`config.mk`:
```
export PLATFORM = sky130hd
export DESIGN_NAME = mem_bus_arbiter_flat
export DESIGN_NICKNAME = d
export VERILOG_FILES = /design/src/rtl/mem_bus_arbiter_if.sv /design/src/rtl/mem_bus_arbiter.sv /design/src/flat_wrapper.sv
export SDC_FILE = /design/constraint.sdc
export NUM_CORES = 1
export LEC_CHECK = 0
export CAP_MARGIN = 20
export CORE_AREA = 2 2 117 119
export DETAILED_ROUTE_END_ITERATION = 10
export DIE_AREA = 0 0 119 121
export PLACE_DENSITY = 0.61
export SYNTH_ARGS = -nofsm -noshare
export SYNTH_HDL_FRONTEND = slang
export SYNTH_SLANG_ARGS = --single-unit
export TNS_END_PERCENT = 5
```
`constraint.sdc`:
```
create_clock -name clk -period 2.2 [get_ports clk]
set_clock_uncertainty 0.05 [all_clocks]
set_input_delay 0.33 -clock clk [delete_from_list [all_inputs] [get_ports clk]]
set_output_delay 0.33 -clock clk [all_outputs]
set_load 0.005 [all_outputs]
```
`src/rtl/mem_bus_arbiter_if.sv`:
```
// Memory bus interface shared by the cache ports and the downstream memory port.
// A request is accepted in the cycle where req_valid && req_ready. Reads come
// back later as one resp_valid pulse. Writes get no response.
interface mem_bus_arbiter_if #(
  parameter int AW = 32,
  parameter int DW = 32
);
  logic          req_valid;
  logic          req_ready;
  logic [AW-1:0] req_addr;
  logic          req_wen;
  logic [DW-1:0] req_wdata;
  logic          resp_valid;
  logic [DW-1:0] resp_rdata;

  // Requester side: issues requests and receives responses.
  modport master (
    output req_valid, req_addr, req_wen, req_wdata,
    input  req_ready, resp_valid, resp_rdata
  );

  // Responder side: accepts requests and returns responses.
  modport slave (
    input  req_valid, req_addr, req_wen, req_wdata,
    output req_ready, resp_valid, resp_rdata
  );
endinterface

```
`src/rtl/mem_bus_arbiter.sv`:
```
// mem_bus_arbiter: shares one memory port between the I-cache and D-cache.
// One request is forwarded at a time, with no added latency. The module
// remembers which side owns the single outstanding read and sends the
// response back to that side only.
// Optional feature: define MEM_ARB_RR_EN to get round-robin arbitration on
// conflicts. Without it, D has fixed priority.
module mem_bus_arbiter (
  input  logic               clk,
  input  logic               reset,
  mem_bus_arbiter_if.slave   ibus,
  mem_bus_arbiter_if.slave   dbus,
  mem_bus_arbiter_if.master  membus
);

  typedef enum logic [1:0] {
    ST_IDLE   = 2'b00,
    ST_WAIT_I = 2'b01,
    ST_WAIT_D = 2'b10
  } state_e;

  typedef enum logic {
    OWN_I = 1'b0,
    OWN_D = 1'b1
  } owner_e;

  state_e state_q;
  logic   lock_valid_q;
  owner_e lock_owner_q;
`ifdef MEM_ARB_RR_EN
  owner_e last_grant_q;
`endif

  owner_e grant_s;
  logic   grant_valid_s;
  logic   fwd_valid_s;
  logic   accept_s;

  // Pick the side to present downstream. A stalled request keeps its grant
  // until it is accepted.
  always_comb begin
    grant_s       = OWN_I;
    grant_valid_s = 1'b0;
    if (lock_valid_q) begin
      grant_s = lock_owner_q;
      if (lock_owner_q == OWN_D) begin
        grant_valid_s = dbus.req_valid;
      end else begin
        grant_valid_s = ibus.req_valid;
      end
    end else if (ibus.req_valid && dbus.req_valid) begin
`ifdef MEM_ARB_RR_EN
      if (last_grant_q == OWN_I) begin
        grant_s = OWN_D;
      end else begin
        grant_s = OWN_I;
      end
`else
      grant_s = OWN_D;
`endif
      grant_valid_s = 1'b1;
    end else if (dbus.req_valid) begin
      grant_s       = OWN_D;
      grant_valid_s = 1'b1;
    end else if (ibus.req_valid) begin
      grant_s       = OWN_I;
      grant_valid_s = 1'b1;
    end else begin
      grant_s       = OWN_I;
      grant_valid_s = 1'b0;
    end
  end

  // Forward only while IDLE and out of reset. Acceptance is the downstream
  // handshake on the forwarded request.
  always_comb begin
    fwd_valid_s = (state_q == ST_IDLE) && !reset && grant_valid_s;
    accept_s    = fwd_valid_s && membus.req_ready;
  end

  // Downstream request mux. The address and data follow the grant. Only
  // valid is gated.
  assign membus.req_valid = fwd_valid_s;
  assign membus.req_addr  = (grant_s == OWN_D) ? dbus.req_addr  : ibus.req_addr;
  assign membus.req_wen   = (grant_s == OWN_D) ? dbus.req_wen   : ibus.req_wen;
  assign membus.req_wdata = (grant_s == OWN_D) ? dbus.req_wdata : ibus.req_wdata;

  // Only the granted side sees the downstream ready.
  assign ibus.req_ready = accept_s && (grant_s == OWN_I);
  assign dbus.req_ready = accept_s && (grant_s == OWN_D);

  // Response routing: valid goes only to the read owner. rdata is broadcast.
  // A response that arrives in IDLE (stray, or after a reset) is dropped.
  assign ibus.resp_valid = (state_q == ST_WAIT_I) && !reset && membus.resp_valid;
  assign dbus.resp_valid = (state_q == ST_WAIT_D) && !reset && membus.resp_valid;
  assign ibus.resp_rdata = membus.resp_rdata;
  assign dbus.resp_rdata = membus.resp_rdata;

  // Arbiter FSM: grant lock, read-owner tracking and last-grant history.
  always_ff @(posedge clk or posedge reset) begin
    if (reset) begin
      state_q      <= ST_IDLE;
      lock_valid_q <= 1'b0;
      lock_owner_q <= OWN_I;
`ifdef MEM_ARB_RR_EN
      last_grant_q <= OWN_I;
`endif
    end else begin
      case (state_q)
        ST_IDLE: begin
          if (accept_s) begin
            lock_valid_q <= 1'b0;
`ifdef MEM_ARB_RR_EN
            last_grant_q <= grant_s;
`endif
            if (!membus.req_wen) begin
              if (grant_s == OWN_D) begin
                state_q <= ST_WAIT_D;
              end else begin
                state_q <= ST_WAIT_I;
              end
            end else begin
              state_q <= ST_IDLE;
            end
          end else if (fwd_valid_s) begin
            lock_valid_q <= 1'b1;
            lock_owner_q <= grant_s;
          end else begin
            lock_valid_q <= lock_valid_q;
          end
        end
        ST_WAIT_I: begin
          if (membus.resp_valid) begin
            state_q <= ST_IDLE;
          end else begin
            state_q <= ST_WAIT_I;
          end
        end
        ST_WAIT_D: begin
          if (membus.resp_valid) begin
            state_q <= ST_IDLE;
          end else begin
            state_q <= ST_WAIT_D;
          end
        end
        default: begin
`ifndef SYNTHESIS
          $display("ERROR: mem_bus_arbiter entered unknown state %b", state_q);
          $finish;
`endif
          state_q <= ST_IDLE;
        end
      endcase
    end
  end

endmodule

```
`src/flat_wrapper.sv`:
```
// flat-port wrapper written by rule: the top's interface ports become plain ports
module mem_bus_arbiter_flat 
  (clk, reset, ibus_req_valid, ibus_req_addr, ibus_req_wen, ibus_req_wdata, ibus_req_ready, ibus_resp_valid, ibus_resp_rdata, dbus_req_valid, dbus_req_addr, dbus_req_wen, dbus_req_wdata, dbus_req_ready, dbus_resp_valid, dbus_resp_rdata, membus_req_valid, membus_req_addr, membus_req_wen, membus_req_wdata, membus_req_ready, membus_resp_valid, membus_resp_rdata);
  mem_bus_arbiter_if ibus_i ();
  mem_bus_arbiter_if dbus_i ();
  mem_bus_arbiter_if membus_i ();
  input  logic clk;
  input  logic reset;
  input wire logic [$bits(ibus_i.req_valid)-1:0] ibus_req_valid;
  input wire logic [$bits(ibus_i.req_addr)-1:0] ibus_req_addr;
  input wire logic [$bits(ibus_i.req_wen)-1:0] ibus_req_wen;
  input wire logic [$bits(ibus_i.req_wdata)-1:0] ibus_req_wdata;
  output wire logic [$bits(ibus_i.req_ready)-1:0] ibus_req_ready;
  output wire logic [$bits(ibus_i.resp_valid)-1:0] ibus_resp_valid;
  output wire logic [$bits(ibus_i.resp_rdata)-1:0] ibus_resp_rdata;
  input wire logic [$bits(dbus_i.req_valid)-1:0] dbus_req_valid;
  input wire logic [$bits(dbus_i.req_addr)-1:0] dbus_req_addr;
  input wire logic [$bits(dbus_i.req_wen)-1:0] dbus_req_wen;
  input wire logic [$bits(dbus_i.req_wdata)-1:0] dbus_req_wdata;
  output wire logic [$bits(dbus_i.req_ready)-1:0] dbus_req_ready;
  output wire logic [$bits(dbus_i.resp_valid)-1:0] dbus_resp_valid;
  output wire logic [$bits(dbus_i.resp_rdata)-1:0] dbus_resp_rdata;
  output wire logic [$bits(membus_i.req_valid)-1:0] membus_req_valid;
  output wire logic [$bits(membus_i.req_addr)-1:0] membus_req_addr;
  output wire logic [$bits(membus_i.req_wen)-1:0] membus_req_wen;
  output wire logic [$bits(membus_i.req_wdata)-1:0] membus_req_wdata;
  input wire logic [$bits(membus_i.req_ready)-1:0] membus_req_ready;
  input wire logic [$bits(membus_i.resp_valid)-1:0] membus_resp_valid;
  input wire logic [$bits(membus_i.resp_rdata)-1:0] membus_resp_rdata;
  assign ibus_i.req_valid = ibus_req_valid;
  assign ibus_i.req_addr = ibus_req_addr;
  assign ibus_i.req_wen = ibus_req_wen;
  assign ibus_i.req_wdata = ibus_req_wdata;
  assign ibus_req_ready = ibus_i.req_ready;
  assign ibus_resp_valid = ibus_i.resp_valid;
  assign ibus_resp_rdata = ibus_i.resp_rdata;
  assign dbus_i.req_valid = dbus_req_valid;
  assign dbus_i.req_addr = dbus_req_addr;
  assign dbus_i.req_wen = dbus_req_wen;
  assign dbus_i.req_wdata = dbus_req_wdata;
  assign dbus_req_ready = dbus_i.req_ready;
  assign dbus_resp_valid = dbus_i.resp_valid;
  assign dbus_resp_rdata = dbus_i.resp_rdata;
  assign membus_req_valid = membus_i.req_valid;
  assign membus_req_addr = membus_i.req_addr;
  assign membus_req_wen = membus_i.req_wen;
  assign membus_req_wdata = membus_i.req_wdata;
  assign membus_i.req_ready = membus_req_ready;
  assign membus_i.resp_valid = membus_resp_valid;
  assign membus_i.resp_rdata = membus_resp_rdata;
  mem_bus_arbiter u_core (.clk(clk), .reset(reset), .ibus(ibus_i), .dbus(dbus_i), .membus(membus_i));
endmodule
```
# After elaboration in Yosys (flattened, before gate mapping)
# Index checks and enable logic that the tools add are counted.
dict set report totals {
  register_bits 4
  input_bits 168
  elab_cells 42
}
dict set report classes {
  eq_ne 3
  mux 19
  bitwise 2
  n_reduce_logical 15
}
# op n
set op_table {}
lappend op_table {{$mux W32} 2}
lappend op_table {{$mux W1} 12}
lappend op_table {{$logic_and A1 B1 Y1} 10}
lappend op_table {{$mux W2} 4}
lappend op_table {{$pmux W2 S3} 1}
lappend op_table {{$reduce_and A3 Y1} 1}
lappend op_table {{$eq A2 B1 Y1 const B} 1}
lappend op_table {{$eq A2 B2 Y1 const B} 1}
lappend op_table {{$logic_not A2 Y1} 1}
lappend op_table {{$ne A2 B1 Y1 const B} 1}
lappend op_table {{$not A1 Y1} 2}
lappend op_table {{$reduce_and A2 Y1} 1}
lappend op_table {{$reduce_bool A2 Y1} 1}
lappend op_table {{$logic_not A1 Y1} 1}

# Depth between registers and ports, before layout
dict set report depth {
  depth_word 8
  mapped_depth 4
}

# Worst setup path after synthesis
# OpenSTA, ideal clock, no wires.
dict set report synth_timing {
  path_kind {reg2out}
  from {register u_core.lock_valid_q}
  to {output port membus_req_addr[21]}
  arrival_ns 1.432
  setup_slack_ns 0.388
  path_stages_with_launch 5
  path_buffers 2
  cell_sequence {dfrtp_1 -> mux2i_1 -> buf_4 -> buf_4 -> mux2_1}
}
dict set report synth_via {
  elab_chain_cells 2
}
# item line
set synth_rtl {}
lappend synth_rtl {{start, declared} mem_bus_arbiter.sv:27} ;# logic lock_valid_q;
lappend synth_rtl {{start signal, assigned} mem_bus_arbiter.sv:128} ;# lock_valid_q <= lock_valid_q;
lappend synth_rtl {{$mux W1} mem_bus_arbiter.sv:43} ;# if (lock_valid_q) begin
lappend synth_rtl {{$mux W32} mem_bus_arbiter.sv:83} ;# assign membus.req_addr = (grant_s == OWN_D) ? dbus.req_addr : ibus.req_addr;
lappend synth_rtl {{end, declared} flat_wrapper.sv:24} ;# output wire logic [$bits(membus_i.req_addr)-1:0] membus_req_addr;
# No other way between the ends.

# Worst setup path in the final report
dict set report layout_timing {
  from {register u_core.lock_valid_q}
  to {output port membus_req_addr[29]}
}
# Same word-level chain as after synthesis.

==> impl_metrics.py <==
metrics = {
    "final_layout": {
        "area_growth_pct": 140,
        "fill_cells": 1359,
        "antenna_cells": 0,
        "fin_nets": 495,
        "drive_gt1_share_pct": 42.8,
        "multiInputGateArea_sq_um": 1030,
        "regArea_sq_um": 100,
    },
    "global_route": {
        "grt_usage_pct": 10.4,
        "antenna_found_initial": 0,
        "grt_pass1_wl_microns": 11400,
        "grt_start_max_net_pins": 13,
        "grt.overflow.total": 0,
        "grt_pass1_vias": 2105,
    },
    "synthesis": {
        "ys_seq_area_share_pct": 6.57,
        "synth_ff_type": "dfrtp_1",
        "synth_async_sr_flop_share_pct": 100,
        "synth_edf_count": 0,
        "syn_avg_cell_area_sq_um": 9.24,
        "synthXorXnorAreaFrac_pct": 0,
        "synthDistinctLibCells": 21,
        "synth_top_family_by_area": "multiplexers",
        "netlist_area_sq_um": 1520,
        "synthAdderAreaFrac_pct": 0,
        "synth_seq_cells": 4,
        "synth_commonest_cells": "buf_4, mux2_2, mux2_1",
        "syn_nets": 333,
        "synth.area.mux_share_pct": 50.1,
        "synth.largest_area_cell": "mux2_2",
        "postSynthCellCount": 165,
        "synth.area.top_cells": "mux2_2, buf_4, dfrtp_1",
        "synth-compound-area-share_pct": 2.38,
        "synth_simple_gate_area_share_pct": 6.32,
        "ys_warn_count": 0,
        "yosysMostFrequentCell": "buf_4",
        "synth_top_area_share_pct": 42.9,
    },
    "floorplanning": {
        "pin_count": 302,
        "coreArea_sq_um": 13100,
        "rows": 42,
        "die_area_sq_um": 14400,
        "start_util_pct": 11.6,
        "dieHeight_microns": 121,
        "dieWidth_microns": 119,
    },
    "placed_design": {
        "io_buffers": 205,
        "dp_hpwl_microns": 6430,
        "place.gp.congestion": 0.775,
    },
    "setup_path": {
        "crit_arrival_ns": 1.79,
        "cp-startpoint": "u_core.lock_valid_q$_DFFE_PP0P_",
        "slowest_delay_ns": 0.39,
        "worstSetupPathType": "reg2out",
        "crit_top_cell": "buf_12",
        "cp-start-kind": "register",
        "cp_top_family": "multiplexers",
        "required_ns": 1.82,
        "slowest_stage": "dfrtp_1",
        "cp.buffers_inverters": 4,
        "path_cells": "mux2i_4 -> buf_12 -> buf_12 -> clkbuf_16 -> mux2_2 -> buf_2",
        "crit_path_end_kind": "output pin",
        "r2r_cells": 6,
        "rr_startpoint": "u_core.lock_valid_q$_DFFE_PP0P_",
        "worstPathMaxFanout": 6,
        "rrSetupSlack_ns": 0.62,
        "rr_endpoint": "u_core.state_q[0]$_DFFE_PP0P_",
    },
    "routing": {
        "first_pass_iters": 4,
        "ant_nets": 0,
        "initialDrtViolationCount": 17,
        "routed_via_density": 3.64,
        "remaining_drc_errors": 0,
        "routed_wl_microns": 8390,
        "avgRoutedWirePerCell_microns": 16.7,
        "vias": 1823,
    },
    "timing": {
        "rsz0062_at_grt": "yes",
        "timing.hold.ws_ns": 0.438,
        "maxSlewViolCount": 0,
        "setup_violations": 0,
        "max_freq_mhz": 460,
        "worst_slew_pin_slew_ns": 0.274,
        "maxSlewHeadroom_pct": 81.5,
        "hold_viol_final": 0,
        "period_share_pct": 98.8,
        "period_needed_ns": 2.17,
        "setup_tns_ns": 0,
    },
    "power_and_ir_drop": {
        "power_density_nw_per_um2": 851,
        "vdd_drop_max_mv": 0.311,
        "power_leakage_nw": 1.61,
    },
    "cts": {
        "cts_tree": "done",
        "numCtsBuffers": 3,
        "clk_latency_ns": 0.23,
        "cts-root-buf": "clkbuf_16",
        "htreeDepth": 1,
        "cts_max_path_buffers": 2,
        "cts.sinks": 4,
        "cts.clk_slew.worst_paths_ns": 0.03,
    },
    "outcome": {
        "status": "finished, final reports clean",
    },
    "run": {
        "cap_violations": 0,
    },
    "worst_hold_path": {
        "min_path_type": "in2async",
    },
}
-- final cells by class --
class	count	share of cell area, %
tap	176	6.01
clock buffer	3	2.05
timing repair buffer	228	60.9
inverter	2	0.205
sequential	4	2.73
multi-input combinational	88	28.1
-- cells by family (layout without fill, tap and decap cells) --
kind of cell,Yosys count,count (layout)
flip-flops,4,4
multiplexers,68,68
AND/OR/NAND/NOR,15,15
buffers and inverters,73,233
AO/OA/AOI/OAI,5,5
-- what timing repair did --
| action | in CTS | in global routing |
|---|---|---|
| setup buffers | 7 | 2 |
| hold buffers | 0 | 0 |
| gates cloned | 5 | 3 |
| endpoints found under the setup margin | 68 | 70 |
| gates resized for setup | 127 | 105 |
-- cell usage in the layout (no fill, tap or decap), types with 2 or more instances in the layout --
cell type	count
mux2_2	37
nand2_1	2
clkbuf_2	38
clkbuf_16	6
nor3b_1	2
buf_4	10
inv_1	2
buf_12	5
mux2_4	29
clkdlybuf4s15_1	23
nor2_1	2
clkdlybuf4s50_1	136
dlygate4sd2_1	2
buf_16	4
dfrtp_1	4
a21oi_1	2
a41o_1	2
buf_6	5
-- metal layers --
| metal | vias to the layer above | global-route usage [%] | wire [microns] |
|---|---|---|---|
| li1 | 839 | - | - |
| met1 | 837 | 10.8 | 3060 |
| met2 | 127 | 20.3 | 4540 |
| met3 | 20 | 2.82 | 669 |
| met4 | 0 | 2.90 | 125 |
| met5 | - | 0 | 0 |
-- registers in the layout (all words and copies together) (netlist names) --
| name | cells |
|---|---|
| u_core.lock_owner_q | 1 |
| u_core.state_q | 2 |
| u_core.lock_valid_q | 1 |
-- metrics by stage --
step / worst slack (ns) / power (mW) / std cells / cell area [sq um] / utilization (%)
CTS: -0.113 / 3.06 / 501 / 3690 / 28.2
global route: -0.0420 / 3.30 / 501 / 3660 / 28.0
detailed placement: -0.387 / 2.29 / 486 / 3400 / 26.0
floorplan: 0.388 / 1.12 / 165 / 1520 / -
global placement: -0.408 / 2.27 / 486 / 3400 / 26.0
finish: 0.0257 / 3.12 / 501 / 3660 / 28.0
-- worst reg2reg max path, cell delays in order (launching register included) --
cell and delay [ns]:
dfrtp_1 0.40, mux2i_4 0.21, buf_12 0.16, buf_12 0.14, clkbuf_16 0.15, nor2b_1 0.13, a41o_1 0.23
-- where the power goes --
group	internal, mW	total, mW	switching (mW)
clock network	0.233	0.289	0.0560
logic	1.78	2.71	0.929
registers	0.0936	0.119	0.0259
-- worst max-delay path by stage --
stage / endpoint / slack (ns) / cells after the start
final: membus_req_addr[29] / 0.03 / 6
after global routing: membus_req_addr[29] / -0.04 / 6
after CTS: membus_req_wen / -0.11 / 7
after detailed placement: membus_req_addr[7] / -0.39 / 5
after global placement: membus_req_addr[7] / -0.41 / 5
after floorplan: membus_req_addr[21] / 0.39 / 4
(Power assumes the default switching activity.)
